<file path="src/rtl/reset_pkg.sv">
// Shared types for the system reset sequencer.
package reset_pkg;

    typedef enum logic [1:0] {
        ST_HOLD       = 2'd0,
        ST_WAIT_LOCK  = 2'd1,
        ST_REL_PERIPH = 2'd2,
        ST_RUN        = 2'd3
    } rst_state_t;

    localparam int RESET_COUNT_WIDTH = 8;

endpackage

</file>
<file path="src/rtl/reset_sequencer.sv">
// System reset sequencer: holds resets until PLL lock is stable, then releases
// peripherals first and the CPU a fixed gap later. Re-enters on lock loss or soft reset.
//
// state         | meaning
// ST_HOLD       | unconditional hold, both resets asserted
// ST_WAIT_LOCK  | counting consecutive locked cycles, both resets asserted
// ST_REL_PERIPH | peripheral reset released, CPU still held
// ST_RUN        | both resets released
module reset_sequencer
    import reset_pkg::*;
#(
    parameter int HOLD_CYCLES        = 16,
    parameter int LOCK_STABLE_CYCLES = 1024,
    parameter int STAGE_GAP_CYCLES   = 8
) (
    input  logic                         clk_in,
    input  logic                         reset_in,
    input  logic                         locked_in,
    input  logic                         soft_reset_in,
    output logic                         periph_reset_n_out,
    output logic                         cpu_reset_n_out,
    output logic [1:0]                   state_out,
    output logic [RESET_COUNT_WIDTH-1:0] reset_count_out
);

    localparam int MAX_CYCLES = (HOLD_CYCLES > LOCK_STABLE_CYCLES)
                              ? ((HOLD_CYCLES > STAGE_GAP_CYCLES) ? HOLD_CYCLES : STAGE_GAP_CYCLES)
                              : ((LOCK_STABLE_CYCLES > STAGE_GAP_CYCLES) ? LOCK_STABLE_CYCLES : STAGE_GAP_CYCLES);
    localparam int CW = $clog2(MAX_CYCLES) + 1;

    localparam logic [CW-1:0] HOLD_LAST = CW'(HOLD_CYCLES - 1);
    localparam logic [CW-1:0] LOCK_LAST = CW'(LOCK_STABLE_CYCLES - 1);
    localparam logic [CW-1:0] GAP_LAST  = CW'(STAGE_GAP_CYCLES - 1);

    if (HOLD_CYCLES < 1 || LOCK_STABLE_CYCLES < 1 || STAGE_GAP_CYCLES < 1) begin : g_param_check
        $error("reset_sequencer: cycle parameters must be >= 1");
    end

    rst_state_t    state_q, state_d;
    logic [CW-1:0] cnt_q, cnt_d;
    logic          abort;
    logic          count_inc;

    // Lock loss only aborts once released; HOLD ignores it and WAIT_LOCK just restarts its count.
    assign abort = soft_reset_in || !locked_in;

    always_comb begin
        state_d   = state_q;
        cnt_d     = cnt_q + 1'b1;
        count_inc = 1'b0;
        case (state_q)
            ST_HOLD: begin
                if (soft_reset_in) begin
                    cnt_d = '0;
                end else if (cnt_q == HOLD_LAST) begin
                    state_d = ST_WAIT_LOCK;
                    cnt_d   = '0;
                end
            end
            ST_WAIT_LOCK: begin
                if (soft_reset_in) begin
                    state_d = ST_HOLD;
                    cnt_d   = '0;
                end else if (!locked_in) begin
                    cnt_d = '0;
                end else if (cnt_q == LOCK_LAST) begin
                    state_d = ST_REL_PERIPH;
                    cnt_d   = '0;
                end
            end
            ST_REL_PERIPH: begin
                if (abort) begin
                    state_d   = ST_HOLD;
                    cnt_d     = '0;
                    count_inc = 1'b1;
                end else if (cnt_q == GAP_LAST) begin
                    state_d = ST_RUN;
                    cnt_d   = '0;
                end
            end
            ST_RUN: begin
                cnt_d = '0;
                if (abort) begin
                    state_d   = ST_HOLD;
                    count_inc = 1'b1;
                end
            end
            default: begin
                state_d = ST_HOLD;
                cnt_d   = '0;
            end
        endcase
    end

    always_ff @(posedge clk_in or negedge reset_in) begin
        if (!reset_in) begin
            state_q            <= ST_HOLD;
            cnt_q              <= '0;
            periph_reset_n_out <= 1'b0;
            cpu_reset_n_out    <= 1'b0;
            reset_count_out    <= '0;
        end else begin
            state_q            <= state_d;
            cnt_q              <= cnt_d;
            periph_reset_n_out <= (state_d == ST_REL_PERIPH) || (state_d == ST_RUN);
            cpu_reset_n_out    <= (state_d == ST_RUN);
            if (count_inc && (reset_count_out != {RESET_COUNT_WIDTH{1'b1}})) begin
                reset_count_out <= reset_count_out + 1'b1;
            end
        end
    end

    assign state_out = state_q;

    a_reset_order : assert property (@(posedge clk_in) disable iff (!reset_in)
        !(cpu_reset_n_out && !periph_reset_n_out));

endmodule

</file>
<file path="config.mk">
export PLATFORM = sky130hd
export DESIGN_NAME = reset_sequencer
export DESIGN_NICKNAME = d
export VERILOG_FILES = /design/src/rtl/reset_pkg.sv /design/src/rtl/reset_sequencer.sv
export SDC_FILE = /design/constraint.sdc
export NUM_CORES = 1
export LEC_CHECK = 0
export ABC_CLOCK_PERIOD_IN_PS = 2100
export CAP_MARGIN = 30
export CORE_MARGIN = 10
export CORE_UTILIZATION = 50
export CTS_CLUSTER_DIAMETER = 40
export DETAILED_ROUTE_END_ITERATION = 8
export PLACE_DENSITY = 0.74
export SYNTH_ARGS = -nofsm -noshare
export SYNTH_HDL_FRONTEND = slang
export SYNTH_SLANG_ARGS = --single-unit
</file>
<file path="constraint.sdc">
create_clock -name clk_in -period 2.1 [get_ports clk_in]
set_input_delay 0.42 -clock clk_in [delete_from_list [all_inputs] [get_ports clk_in]]
set_output_delay 0.42 -clock clk_in [all_outputs]
set_load 0.005 [all_outputs]
</file>
==> results.md <==
* Count of port buffers added during placement at 15
* Max-cap violation count at 0
* Wire per inst at 14.9 µm
* Area share of the largest cell type after synthesis at 0.497
* Worst path required time at 2310 ps
* Slew margin rel. at 0.576
* TritonCTS Buffers at 3
* Largest net degree at the start of global routing at 23
* Category of the critical setup timing path: flop to flop
* Combinational share of power at 0.067
* Aggregate global-route resource usage at 0.109
* Number of antenna-violating nets in the routed design at 0
* Vias in the first global route at 883
* Final setup skew at 6.39 ps
* Residual DRC at 0
* Synthesized flop and latch total at 22
* Final WL at 2.35 mm
* Distinct cell type count after synthesis at 34
* Dominant register cell in the synthesized netlist: dfrtp_1
* Weighted congestion at the end of routability-driven global placement at 0.864
* Largest delay share family, worst path: simple AND/OR/NAND/NOR gates
* Post-Synthesis Net Count at 113
* Count of inserted antenna diode cells at 0
* HP Class: primary input to asynchronous set/reset pin
* Min Tclk post-route at 1990 ps
* Final worst path period share at 0.946
* Crit path buf inv count at 1
* DIE WIDTH at 67.1 µm
* Peak fanout along the critical path at 6
* Share of total power in the clock network at 0.328
* Unrepaired setup endpoints after global routing: false
* Layout overhead on the synthesized area at 23.6%
* CTS tree: yes
* Number of standard-cell rows in the floorplan at 16
* Number of flops mapped to enable cells by yosys at 0
* Mean number of vias per cell at 5.58
* Detailed-routing iteration count for the pre-antenna-repair pass at 4
* Clock latency of the later-clocked register in the worst-skew pair at 310 ps
* Setup TNS at 0 ps
* Power per cell area at 527 mW/mm²
* Ratio of cells with drive above 1 in the final layout at 0.108
* Final setup viols at 0
* Number of antenna violations at the first check in global routing at 0
* Result of the run: finished clean
* Slowest stage cell on the critical path: or4bb_1
* Register share of total power at 0.605
* Max clock buf depth at 2
* Fin nets at 137
* Standard cell core area at 0.00204 mm²
* Max-slew violation total from the final report at 0
* Detailed router's first-iteration violation count at 38
* Ys Warns at 0
* Detailed-route via count at 876
* Top-count cell post-synth: dfrtp_1
* Transition time of the tightest slew-check pin at 634 ps
* Arrival time worst endpoint at 2200 ps
* Height of the chip at 67.1 µm
* Filler Cells Inserted at 175
* Hold-fix buffers at CTS at 0
* Mean instance size in the synthesized netlist at 10.3 µm²
* Die outline area at 0.00450 mm²
* Maximum clock frequency at 0.503 GHz
* Register area share after synthesis at 0.497
* Syn Std Cell Area at 0.00111 mm²
* Worst voltage drop across the vdd grid at 0.000341 V
* Number of failing hold endpoints at the final stage at 0
* I/O pin count at 16
* Kind of capture point of the worst setup path: flop
* Total number of H-tree levels at 1
* Async set-or-reset flop fraction in the synthesized netlist at 1.00
* Critical Path Start Type: flop
* Switching power of the nets at 0.161 mW
* Net switching share of the total power at 0.223
* Ordered cell list for the critical path: ha_1, and4_1, or4bb_1, a221oi_4, buf_4, nor2_1
* Placed wire-length estimate after detailed placement at 1.74 mm
* Largest incremental delay on the critical path at 480 ps
* Wire length of the first global-routing pass at 3.88 mm
* Cell internal pwr at 0.560 mW
* Starting density of the core at 0.542
* Clock transition at the registers of the reported paths at 120 ps
* Total power at 0.722 mW
* Leakage power summed over all cells at 0.592 nW
* Most frequent cells after synthesis: 22 x dfrtp_1, 15 x nor2_1, 9 x xor2_1
* Overall overflow remaining after global route at 0
* Top cells by area, synth: dfrtp_1 50%, xor2_1 7.1%, nor2_1 5.1%
* CTS Root Buffer Type: clkbuf_4
* Most area-hungry cell type in the Yosys netlist: dfrtp_1
* Clk sink count at 22
* Gate Count Post-Synth at 107
## area by class of cell
cell class,count,area [µm²],area share
sequential,22,551,0.402
multi-input combinational,81,542,0.396
timing repair buffer,22,203,0.148
clock buffer,4,36.3,0.0265
tap,27,33.8,0.0247
inverter,1,3.75,0.00274
## per-layer routing
layer / up-vias / wire, µm / global-route usage
li1: 428 / - / -
met3: 5 / 156 / 0.0334
met2: 22 / 1060 / 0.171
met5: - / 0 / 0
met1: 421 / 1090 / 0.134
met4: 0 / 39 / 0.0462
## registers in the layout (all words and copies together) (netlist names)
register and count:
cnt_q 11, cpu_reset_n_out 1, periph_reset_n_out 1, reset_count_out 8, state_out 1
## cell usage in the layout, fill, tap and decap left out, types with 2 or more instances in the layout
cell,instances
clkdlybuf4s50_1,15
buf_4,7
a21oi_1,3
ha_1,2
clkbuf_4,3
nor3_1,8
nor4bb_1,2
dfrtp_1,22
nand4_1,3
nor3b_1,2
nand3_1,6
xor2_1,9
nand2_1,6
o211ai_1,2
nor2_1,15
xnor2_1,6
## cell families after synthesis
family	after synthesis	synth area share
compound gates	12	0.0904
fa+ha+maj	2	0.0226
mux	1	0.0102
flops	22	0.497
xor+xnor	15	0.119
buf+inv	4	0.0181
simple gates	51	0.243
## worst paths after layout
check,startpoint,to,slack (ps),depth (start not counted)
setup reg to reg,cnt_q[0],cnt_q[6],110,6
hold / removal,reset_in,cpu_reset_n_out,440,2
min in group clk_in,cnt_q[0],cnt_q[0],480,1
max in group asynchronous,reset_in,cnt_q[2],1440,2
hold reg to reg,cnt_q[0],cnt_q[0],480,1
setup / recovery,cnt_q[0],cnt_q[6],110,6
## power groups by stage
stage / clock network, mW / registers, mW / logic (mW)
after detailed placement: 0 / 0.445 / 0.0448
after global routing: 0.260 / 0.438 / 0.0544
after CTS: 0.242 / 0.437 / 0.0455
after global placement: 0 / 0.444 / 0.0429
final: 0.237 / 0.437 / 0.0481
after floorplan: 0 / 0.444 / 0.0183
## what timing repair did
| action | 4_1_cts | 5_1_grt |
|---|---|---|
| buffers inserted | 0 | 2 |
| endpoints found under the setup margin | 0 | 10 |
| resized for setup | 0 | 1 |
## per-stage QoR
step | cell area [µm²] | hold slack, ps | std cells | worst slack (ps) | utilization
global placement | 1310 | 445 | 151 | 126 | 0.643
CTS | 1350 | 448 | 155 | 4.87 | 0.661
finish | 1370 | 439 | 157 | 112 | 0.670
floorplan | 1110 | 124 | 107 | 236 | -
detailed placement | 1310 | 469 | 151 | 27.7 | 0.643
global route | 1370 | 467 | 157 | 14.4 | 0.670
Power figures use the tool's default switching activity.
